$ cat src/rtl/serial_tx_port_fifo_pkg.sv
// Shared definitions for the buffered serial transmit port:
// FSM encoding, line levels and a width helper.
package serial_tx_port_fifo_pkg;

   typedef enum logic [1:0] {
      TxIdle  = 2'd0,
      TxStart = 2'd1,
      TxSend  = 2'd2,
      TxDone  = 2'd3
   } tx_state_e;

   localparam logic START_BIT  = 1'b1;
   localparam logic IDLE_LEVEL = 1'b0;

   // Counter width that never collapses to zero bits.
   function automatic int unsigned cnt_width(input int unsigned n);
      return (n > 1) ? $clog2(n) : 1;
   endfunction

endpackage

$ cat src/rtl/serial_tx_port_fifo_sync_fifo.sv
// Single-clock FIFO with synchronous active-high reset and a live occupancy count.
// Read data is the current head, valid whenever empty is low.
module serial_tx_port_fifo_sync_fifo
   import serial_tx_port_fifo_pkg::*;
#(
   parameter int unsigned WIDTH = 12,
   parameter int unsigned DEPTH = 4
) (
   input  logic                       clk,
   input  logic                       reset,
   input  logic                       push,
   input  logic [WIDTH-1:0]           wdata,
   input  logic                       pop,
   output logic [WIDTH-1:0]           rdata,
   output logic                       full,
   output logic                       empty,
   output logic [$clog2(DEPTH+1)-1:0] count
);

   localparam int unsigned PtrW   = cnt_width(DEPTH);
   localparam int unsigned CountW = $clog2(DEPTH+1);

   logic [WIDTH-1:0]  mem_q [DEPTH];
   logic [PtrW-1:0]   wr_ptr_q, rd_ptr_q;
   logic [CountW-1:0] count_q;
   logic              push_en, pop_en;

   assign full    = (count_q == CountW'(DEPTH));
   assign empty   = (count_q == '0);
   assign push_en = push & ~full;
   assign pop_en  = pop & ~empty;
   assign rdata   = mem_q[rd_ptr_q];
   assign count   = count_q;

   always_ff @(posedge clk) begin
      if (push_en) begin
         mem_q[wr_ptr_q] <= wdata;
      end
   end

   // Pointers wrap naturally; count alone separates full from empty.
   always_ff @(posedge clk) begin
      if (reset) begin
         wr_ptr_q <= '0;
         rd_ptr_q <= '0;
         count_q  <= '0;
      end else begin
         if (push_en) begin
            wr_ptr_q <= wr_ptr_q + PtrW'(1);
         end
         if (pop_en) begin
            rd_ptr_q <= rd_ptr_q + PtrW'(1);
         end
         unique case ({push_en, pop_en})
            2'b10:   count_q <= count_q + CountW'(1);
            2'b01:   count_q <= count_q - CountW'(1);
            default: count_q <= count_q;
         endcase
      end
   end

endmodule

$ cat src/rtl/serial_tx_port_fifo.sv
// Buffered slave serial output port: queues words from the slave core and sends one
// framed word (start bit + data bits) per master request on a single line.
module serial_tx_port_fifo
   import serial_tx_port_fifo_pkg::*;
#(
   parameter int unsigned DATA_WIDTH = 12,
   parameter int unsigned FIFO_DEPTH = 4,
   parameter bit          MSB_FIRST  = 1'b0
) (
   input  logic                            clk,
   input  logic                            reset,
   input  logic [DATA_WIDTH-1:0]           datain,
   input  logic                            slave_valid,
   output logic                            slave_ready,
   input  logic                            master_ready,
   output logic                            tx_data,
   output logic                            tx_busy,
   output logic                            slave_tx_done,
   output logic [$clog2(FIFO_DEPTH+1)-1:0] fifo_count
);

   localparam int unsigned CntW = cnt_width(DATA_WIDTH);
   localparam logic [CntW-1:0] LastCnt = CntW'(DATA_WIDTH - 1);

   tx_state_e             state_q, state_d;
   logic [DATA_WIDTH-1:0] shift_q, shift_d, shifted;
   logic [CntW-1:0]       cnt_q, cnt_d;
   logic                  tx_data_q, tx_data_d;
   logic                  tx_busy_q, tx_busy_d;
   logic                  done_q, done_d;
   logic                  fifo_full, fifo_empty, pop;
   logic [DATA_WIDTH-1:0] head;
   logic                  out_bit;

   serial_tx_port_fifo_sync_fifo #(
      .WIDTH (DATA_WIDTH),
      .DEPTH (FIFO_DEPTH)
   ) u_fifo (
      .clk   (clk),
      .reset (reset),
      .push  (slave_valid),
      .wdata (datain),
      .pop   (pop),
      .rdata (head),
      .full  (fifo_full),
      .empty (fifo_empty),
      .count (fifo_count)
   );

   assign slave_ready = ~fifo_full;
   // Requests are only honoured from idle with data waiting; nothing is latched otherwise.
   assign pop = (state_q == TxIdle) && master_ready && !fifo_empty;

   always_comb begin
      if (MSB_FIRST) begin
         out_bit = shift_q[DATA_WIDTH-1];
         shifted = {shift_q[DATA_WIDTH-2:0], 1'b0};
      end else begin
         out_bit = shift_q[0];
         shifted = {1'b0, shift_q[DATA_WIDTH-1:1]};
      end
   end

   // Outputs are computed for the state being entered and registered with it.
   always_comb begin
      state_d   = state_q;
      shift_d   = shift_q;
      cnt_d     = cnt_q;
      tx_data_d = IDLE_LEVEL;
      tx_busy_d = 1'b0;
      done_d    = 1'b0;
      unique case (state_q)
         TxIdle: begin
            if (pop) begin
               state_d   = TxStart;
               shift_d   = head;
               cnt_d     = '0;
               tx_data_d = START_BIT;
               tx_busy_d = 1'b1;
            end
         end
         TxStart: begin
            state_d   = TxSend;
            tx_data_d = out_bit;
            shift_d   = shifted;
            tx_busy_d = 1'b1;
         end
         TxSend: begin
            // cnt_q is the index of the bit currently on the line.
            if (cnt_q == LastCnt) begin
               state_d = TxDone;
               done_d  = 1'b1;
            end else begin
               tx_data_d = out_bit;
               shift_d   = shifted;
               cnt_d     = cnt_q + CntW'(1);
               tx_busy_d = 1'b1;
            end
         end
         TxDone: begin
            state_d = TxIdle;
         end
         default: begin
            state_d = TxIdle;
         end
      endcase
   end

   always_ff @(posedge clk) begin
      if (reset) begin
         state_q   <= TxIdle;
         shift_q   <= '0;
         cnt_q     <= '0;
         tx_data_q <= IDLE_LEVEL;
         tx_busy_q <= 1'b0;
         done_q    <= 1'b0;
      end else begin
         state_q   <= state_d;
         shift_q   <= shift_d;
         cnt_q     <= cnt_d;
         tx_data_q <= tx_data_d;
         tx_busy_q <= tx_busy_d;
         done_q    <= done_d;
      end
   end

   assign tx_data       = tx_data_q;
   assign tx_busy       = tx_busy_q;
   assign slave_tx_done = done_q;

endmodule

$ cat config.mk
export PLATFORM = sky130hd
export DESIGN_NAME = serial_tx_port_fifo
export DESIGN_NICKNAME = d
export VERILOG_FILES = /design/src/rtl/serial_tx_port_fifo_pkg.sv /design/src/rtl/serial_tx_port_fifo_sync_fifo.sv /design/src/rtl/serial_tx_port_fifo.sv
export SDC_FILE = /design/constraint.sdc
export NUM_CORES = 1
export LEC_CHECK = 0
export ABC_AREA = 1
export CORE_MARGIN = 10
export CORE_UTILIZATION = 30
export CTS_CLUSTER_SIZE = 14
export DETAILED_ROUTE_END_ITERATION = 12
export PLACE_DENSITY = 0.47
export SETUP_SLACK_MARGIN = 0.5
export SLEW_MARGIN = 0
export SYNTH_ARGS = -nofsm -noshare
export SYNTH_HDL_FRONTEND = slang
export SYNTH_SLANG_ARGS = --single-unit
$ cat constraint.sdc
create_clock -name clk -period 1.9 [get_ports clk]
set_clock_uncertainty 0.2 [all_clocks]
set_input_delay 0.38 -clock clk [delete_from_list [all_inputs] [get_ports clk]]
set_output_delay 0.38 -clock clk [all_outputs]
set_load 0.1 [all_outputs]
Yosys cells after proc, flatten, opt, wreduce, memory -nomap -nowiden:

Memories as Yosys holds them, arrays and structs flattened. A register that Yosys moved wholly into a read port is not among the register bits.
Cells that the tools add are included.

* register bits: 28
* bits in writable memories: 48
* bits of input ports: 16
* output and inout port bits: 7
* logic and storage cells: 62
* memories kept: 1

Memories
* u_fifo.mem_q: words 4, width 12, read ports 1, clocked after Yosys merged registers in 1, wr ports 1, line serial_tx_port_fifo_sync_fifo.sv:23 `logic [WIDTH-1:0] mem_q [DEPTH];`

* $add $sub $neg: 5
* eq/ne operators: 10
* muxes and demuxes: 20
* bitwise gates (word level): 5
* reductions and logical operators: 12

Operators by type and width (number)
* one-hot mux 12 bit (3 select lines): 1
* 2-to-1 mux 12 bit: 2
* 2-to-1 mux 2 bit: 4
* 2-to-1 mux 4 bit: 2
* one-hot mux 2 bit (4 select lines): 1
* one-hot mux 4 bit (2 select lines): 1
* equality test 2 bit, second input constant: 3
* 2-to-1 mux 1 bit: 6
* one-hot mux 1 bit (3 select lines): 2
* one-hot mux 3 bit (2 select lines): 1
* AND reduction 3 bit: 2
* adder 2 x 1 -> 2 bit, second input constant: 2
* adder 4 x 1 -> 4 bit, second input constant: 1
* equality test 2 x 1 -> 1 bit, second input constant: 2
* equality test 4 bit, second input constant: 1
* != test 2 bit, second input constant: 2
* nonzero test 2 bit: 2
* adder 3 x 1 -> 3 bit, second input constant: 1
* equality test 3 bit, second input constant: 1
* logical NOT 3 bit: 1
* inverter 1 bit: 3
* nonzero test 3 bit: 1
* subtractor 3 x 1 -> 3 bit, second input constant: 1
* bitwise AND 1 bit: 2
* 6 further kinds: 7

Depth between registers and ports, before layout:

* depth in word-level cells: 6
* depth in mapped cells: 13
* mapped depth without buffers: 13

Modules after synthesis:

A second synthesis with hierarchy kept.

* cells, all modules: 360
* area, all modules: 3429.5 um2

Modules (own cells, without submodules)
* serial_tx_port_fifo_sync_fifo: times used 1, cells an instance 186, area an instance 2285.9 um2, seq. area each 1621.6 um2
* serial_tx_port_fifo: times used 1, cells an instance 174, area an instance 1143.6 um2, seq. area each 420.4 um2

Worst setup path before layout:

Ideal clock, no wire load.

* path kind: flip-flop to flip-flop
* start: register u_fifo.count_q[2] (netlist: u_fifo.count[2])
* end: register u_fifo.count_q[2] (netlist: u_fifo.count[2])
* setup time: 123 ps
* arrival time: 3271 ps
* required time: 1577 ps
* path slack: -1694 ps
* stages on the path, launching flop included: 10
* buffers on the path: 0
* period minus slack after synthesis: 3594 ps
* cell sequence: dfxtp_1 nand2_1 nand2_1 ha_1 inv_1 fa_1 a21oi_1 o21ai_0 o21ai_0 a21oi_1

* elaborated cells on any way between the ends: 14
* those cells by class: add/sub: 2; eq/ne: 3; mux: 1; bitwise: 4; reduce/logical: 4

RTL lines
* start: declaration: line serial_tx_port_fifo_sync_fifo.sv:25 `logic [CountW-1:0] count_q;`
* start signal: assignment: line serial_tx_port_fifo_sync_fifo.sv:55 `2'b10: count_q <= count_q + CountW'(1);`
* start signal: assignment: line serial_tx_port_fifo_sync_fifo.sv:56 `2'b01: count_q <= count_q - CountW'(1);`
* start signal: assignment: line serial_tx_port_fifo_sync_fifo.sv:57 `default: count_q <= count_q;`
* equality test 3 bit (*): line serial_tx_port_fifo_sync_fifo.sv:28 `assign full = (count_q == CountW'(DEPTH));`
* inverter 1 bit (*)
* named net slave_ready: line serial_tx_port_fifo.sv:14 `output logic slave_ready,`
* bitwise AND 1 bit (*): line serial_tx_port_fifo_sync_fifo.sv:30 `assign push_en = push & ~full;`
* equality test 2 x 1 -> 1 bit / equality test 2 bit (equally long branches): line serial_tx_port_fifo_sync_fifo.sv:54 `unique case ({push_en, pop_en})`
* one-hot mux 3 bit (2 select lines) / nonzero test 2 bit (equally long branches)

The timed path passes the listed nets; every way through them passes the cells marked *.
A chain may end at the register's enable or synchronous reset.

Worst setup path after layout:

* start: register state_q[0]
* end: register u_fifo.count_q[2] (netlist: u_fifo.count[2])

* word-level cells in the longest chain between the ends: 6
* elaborated cells on any way between the ends: 8
* those cells by class: eq/ne: 2; mux: 1; bitwise: 1; reduce/logical: 4

Ends and longest elaborated chain
* start: declaration: line serial_tx_port_fifo.sv:25 `tx_state_e state_q, state_d;`
* start signal: assignment: line serial_tx_port_fifo.sv:111 `state_q <= TxIdle;`
* start signal: assignment: line serial_tx_port_fifo.sv:118 `state_q <= state_d;`
* logical NOT 2 bit (*): line serial_tx_port_fifo.sv:52 `assign pop = (state_q == TxIdle) && master_ready && !fifo_empty;`
* logical AND 1 bit (*) (2 in a row): line serial_tx_port_fifo.sv:52
* bitwise AND 1 bit (*): line serial_tx_port_fifo_sync_fifo.sv:31 `assign pop_en = pop & ~empty;`
* named net u_fifo.pop_en: line serial_tx_port_fifo_sync_fifo.sv:26 `logic push_en, pop_en;`
* equality test 2 x 1 -> 1 bit / equality test 2 bit (equally long branches): line serial_tx_port_fifo_sync_fifo.sv:54
* one-hot mux 3 bit (2 select lines) / nonzero test 2 bit (equally long branches)

Marked as above.

==> flow_summary.json <==
{
  "status": "complete, but fails checks",
  "failed_checks": "setup timing",
  "worstPathArrival_ps": 2000,
  "fin_cells": 602,
  "grt_pass1_vias": 2649,
  "timing.final.crit_share": 1.04,
  "final_util": 0.449,
  "antenna_found_initial": 0,
  "nets": 482,
  "place_area_sq_um": 4160,
  "final_layout_size_suffix_gt1_frac": 0.364,
  "cts_tree": "built",
  "overflow": 0,
  "yosysWarnings": 0,
  "dpl_worst_slack_ps": -333,
  "cts_buffers": 9,
  "ys_seq_area_frac": 0.586,
  "clk_pin_slew_ps": 60,
  "synth_fp_nets": 406,
  "initial_core_util": 0.305,
  "r2r_slack_ps": -80,
  "fin_area_sq_um": 5130,
  "multi_input_area_sq_um": 1550,
  "maxSlewHeadroom": 0.692,
  "p_total_mw": 8.17,
  "drv_cap": 0,
  "async_flop_share": 0,
  "cts_buffer_depth": 2,
  "dr_total_vias": 2599,
  "cts_hold_buf": 0,
  "seq_area_sq_um": 2060,
  "dp.cells": 558,
  "ys.flop_type": "edfxtp_1",
  "drt_iter0_drc": 165,
  "end_kind": "flop",
  "worstHoldStart": "shift_q[0]$_SDFFE_PP0P_",
  "io_pins": 23,
  "power_density_nw_per_um2": 1590,
  "worst_path_most_repeated_cell": "inv_2",
  "reg2reg_from": "state_q[0]$_SDFFE_PP0P_",
  "portBuffers": 22,
  "die_y_um": 128,
  "first_pass_iters": 5,
  "p_leak_nw": 2.07,
  "min_period_ps": 1980,
  "crit_required_ps": 1930,
  "avgSynthCellArea_sq_um": 9.22,
  "grt_pass1_wl_um": 13200,
  "grt_max_degree": 25,
  "gp_congestion": 0.728,
  "fillers": 1100,
  "die-area_sq_um": 16300,
  "reg2reg_to": "u_fifo.count[2]$_SDFFE_PP0P_",
  "whs_endpoint": "tx_data$_SDFF_PP0_",
  "drc_errors": 0,
  "hpwl_um": 4960,
  "whs_ps": 266,
  "crit_family": "adder cells",
  "drt-total-wl_um": 7910,
  "yosys.cell_types.count": 28,
  "core_area_sq_um": 11400,
  "crit_fanout": 2,
  "slowest_stage": "fa_2",
  "wl_per_cell_um": 13.1,
  "critPathKind": "reg2reg",
  "rows": 39,
  "startpoint_type": "flop",
  "clk-insertion-delay-late_ps": 340,
  "path_cells": "inv_2 > ha_4 > nand2_2 > clkinv_2 > nand2_2 > inv_2 > ha_4 > inv_2 > fa_2 > a21oi_2 > o21ai_2 > o21ai_1 > a21oi_1",
  "yosysTopAreaCell": "edfxtp_1",
  "routed_via_density": 4.32,
  "ys_seq_elements": 78,
  "cts_root_buf": "clkbuf_16",
  "gr-usage-all-layers": 0.102,
  "cts.sinks": 78,
  "crit_buf_inv": 4,
  "dieWidth_um": 128,
  "hold_depth": 2,
  "fmaxAchievable_mhz": 505,
  "ant_nets": 0,
  "slew_viol_final": 0,
  "synth-edff-count": 48,
  "setup_tns_ps": -90.1,
  "synth_most_common_cell": "nand2_1",
  "grt_setup_unrepaired": "true",
  "peakVddDrop_mv": 1.05,
  "synth.top_cells.by_area": "edfxtp_1, dfxtp_1, nand2_1",
  "areaGrowthSynthToFinish_pct": 47.1,
  "critPathMaxStageDelay_ps": 360,
  "setup-violations-final": 2,
  "rr_worst_depth": 13,
  "max_slew.worst_pin.slew_ps": 462,
  "h-tree-depth": 3,
  "worst_slack_ps": -78.6,
  "synthCells": 378,
  "netlist.area_leader.share": 0.413,
  "finalHoldViolations": 0,
  "hold_path.class": "reg2reg",
  "synth.top_cells.by_count": "nand2_1, edfxtp_1, nand3_1",
  "synthesis.area_sq_um": 3490,
  "n_antenna_cell": 0
}
[sequential cells by signal (all words and copies together), names as in the netlist, named ones only]
register         flops
slave_tx_done        1
cnt_q                4
tx_busy              1
tx_data              1
u_fifo.rd_ptr_q      2
u_fifo.count         3
state_q              2
u_fifo.wr_ptr_q      2
shift_q             12
u_fifo.mem_q        48
[cell usage in the layout (no fill, tap or decap), types with 2 or more instances in the layout]
cell / n
edfxtp_1: 48
dfxtp_1: 22
nand2_1: 93
nand2_2: 17
nand3_2: 4
o21ai_2: 4
nor2_1: 18
a21oi_2: 10
ha_4: 3
buf_12: 9
buf_4: 21
nand2_4: 4
nor2_2: 11
a21oi_1: 5
nand2_8: 7
buf_8: 2
dfxtp_4: 3
clkdlybuf4s50_1: 14
buf_6: 28
inv_2: 7
clkinv_1: 2
nand3_1: 40
clkbuf_16: 9
o21ai_1: 2
inv_1: 35
inv_6: 2
nor2_4: 11
ha_1: 8
dfxtp_2: 5
[worst register-to-register path, delay by kind of cell, from the launching register on]
kind	cells	cell delay (ps)
adder cells (fa/ha/maj)	3	630
AO/OA/AOI/OAI	4	390
flip-flops	1	320
buffers and inverters	4	220
AND/OR/NAND/NOR	2	100
[power breakdown]
group | switching (mW) | leakage, nW | internal [mW]
clock network | 0.697 | 0.142 | 1.02
logic | 2.37 | 1.23 | 1.84
registers | 0.148 | 0.692 | 2.10
[layout make-up]
cell class / instances / area share
Inverter: 45 / 0.0361
Clock inverter: 7 / 0.0139
Sequential cell: 78 / 0.402
Tap cell: 143 / 0.0349
Multi-Input combinational cell: 244 / 0.302
Timing Repair Buffer: 76 / 0.168
Clock buffer: 9 / 0.0439
[worst max-delay path by stage]
stage / from / end / slack, ps / cells past startpoint
after global placement: master_ready / u_fifo.count[2]$_SDFFE_PP0P_ / -330 / 12
after floorplan: u_fifo.count[1]$_SDFFE_PP0P_ / u_fifo.count[2]$_SDFFE_PP0P_ / -210 / 10
after CTS: state_q[0]$_SDFFE_PP0P_ / u_fifo.count[1]$_SDFFE_PP0P_ / -20 / 12
after global routing: state_q[0]$_SDFFE_PP0P_ / u_fifo.count[2]$_SDFFE_PP0P_ / -190 / 13
after detailed placement: master_ready / u_fifo.count[2]$_SDFFE_PP0P_ / -330 / 12
final: state_q[0]$_SDFFE_PP0P_ / u_fifo.count[2]$_SDFFE_PP0P_ / -80 / 13
[cells by family after synthesis]
logic type | Yosys count | synth area share
compound gates | 21 | 0.0302
buf+inv | 59 | 0.0793
fa+ha+maj | 12 | 0.0452
flops | 78 | 0.586
simple gates | 208 | 0.260
[routing by layer]
metal  track usage  wire length (um)
met1         0.120              3520
met2         0.166              4010
met3        0.0289               221
met4        0.0483               158
met5             0                 0
[timing repair]
item,in CTS,in global routing
setup endpoints to repair,82,85
buffers inserted,16,8
resized for setup,76,33
pin swaps,29,17
gates cloned,4,0
No activity file was read; power rests on OpenSTA's default activity.
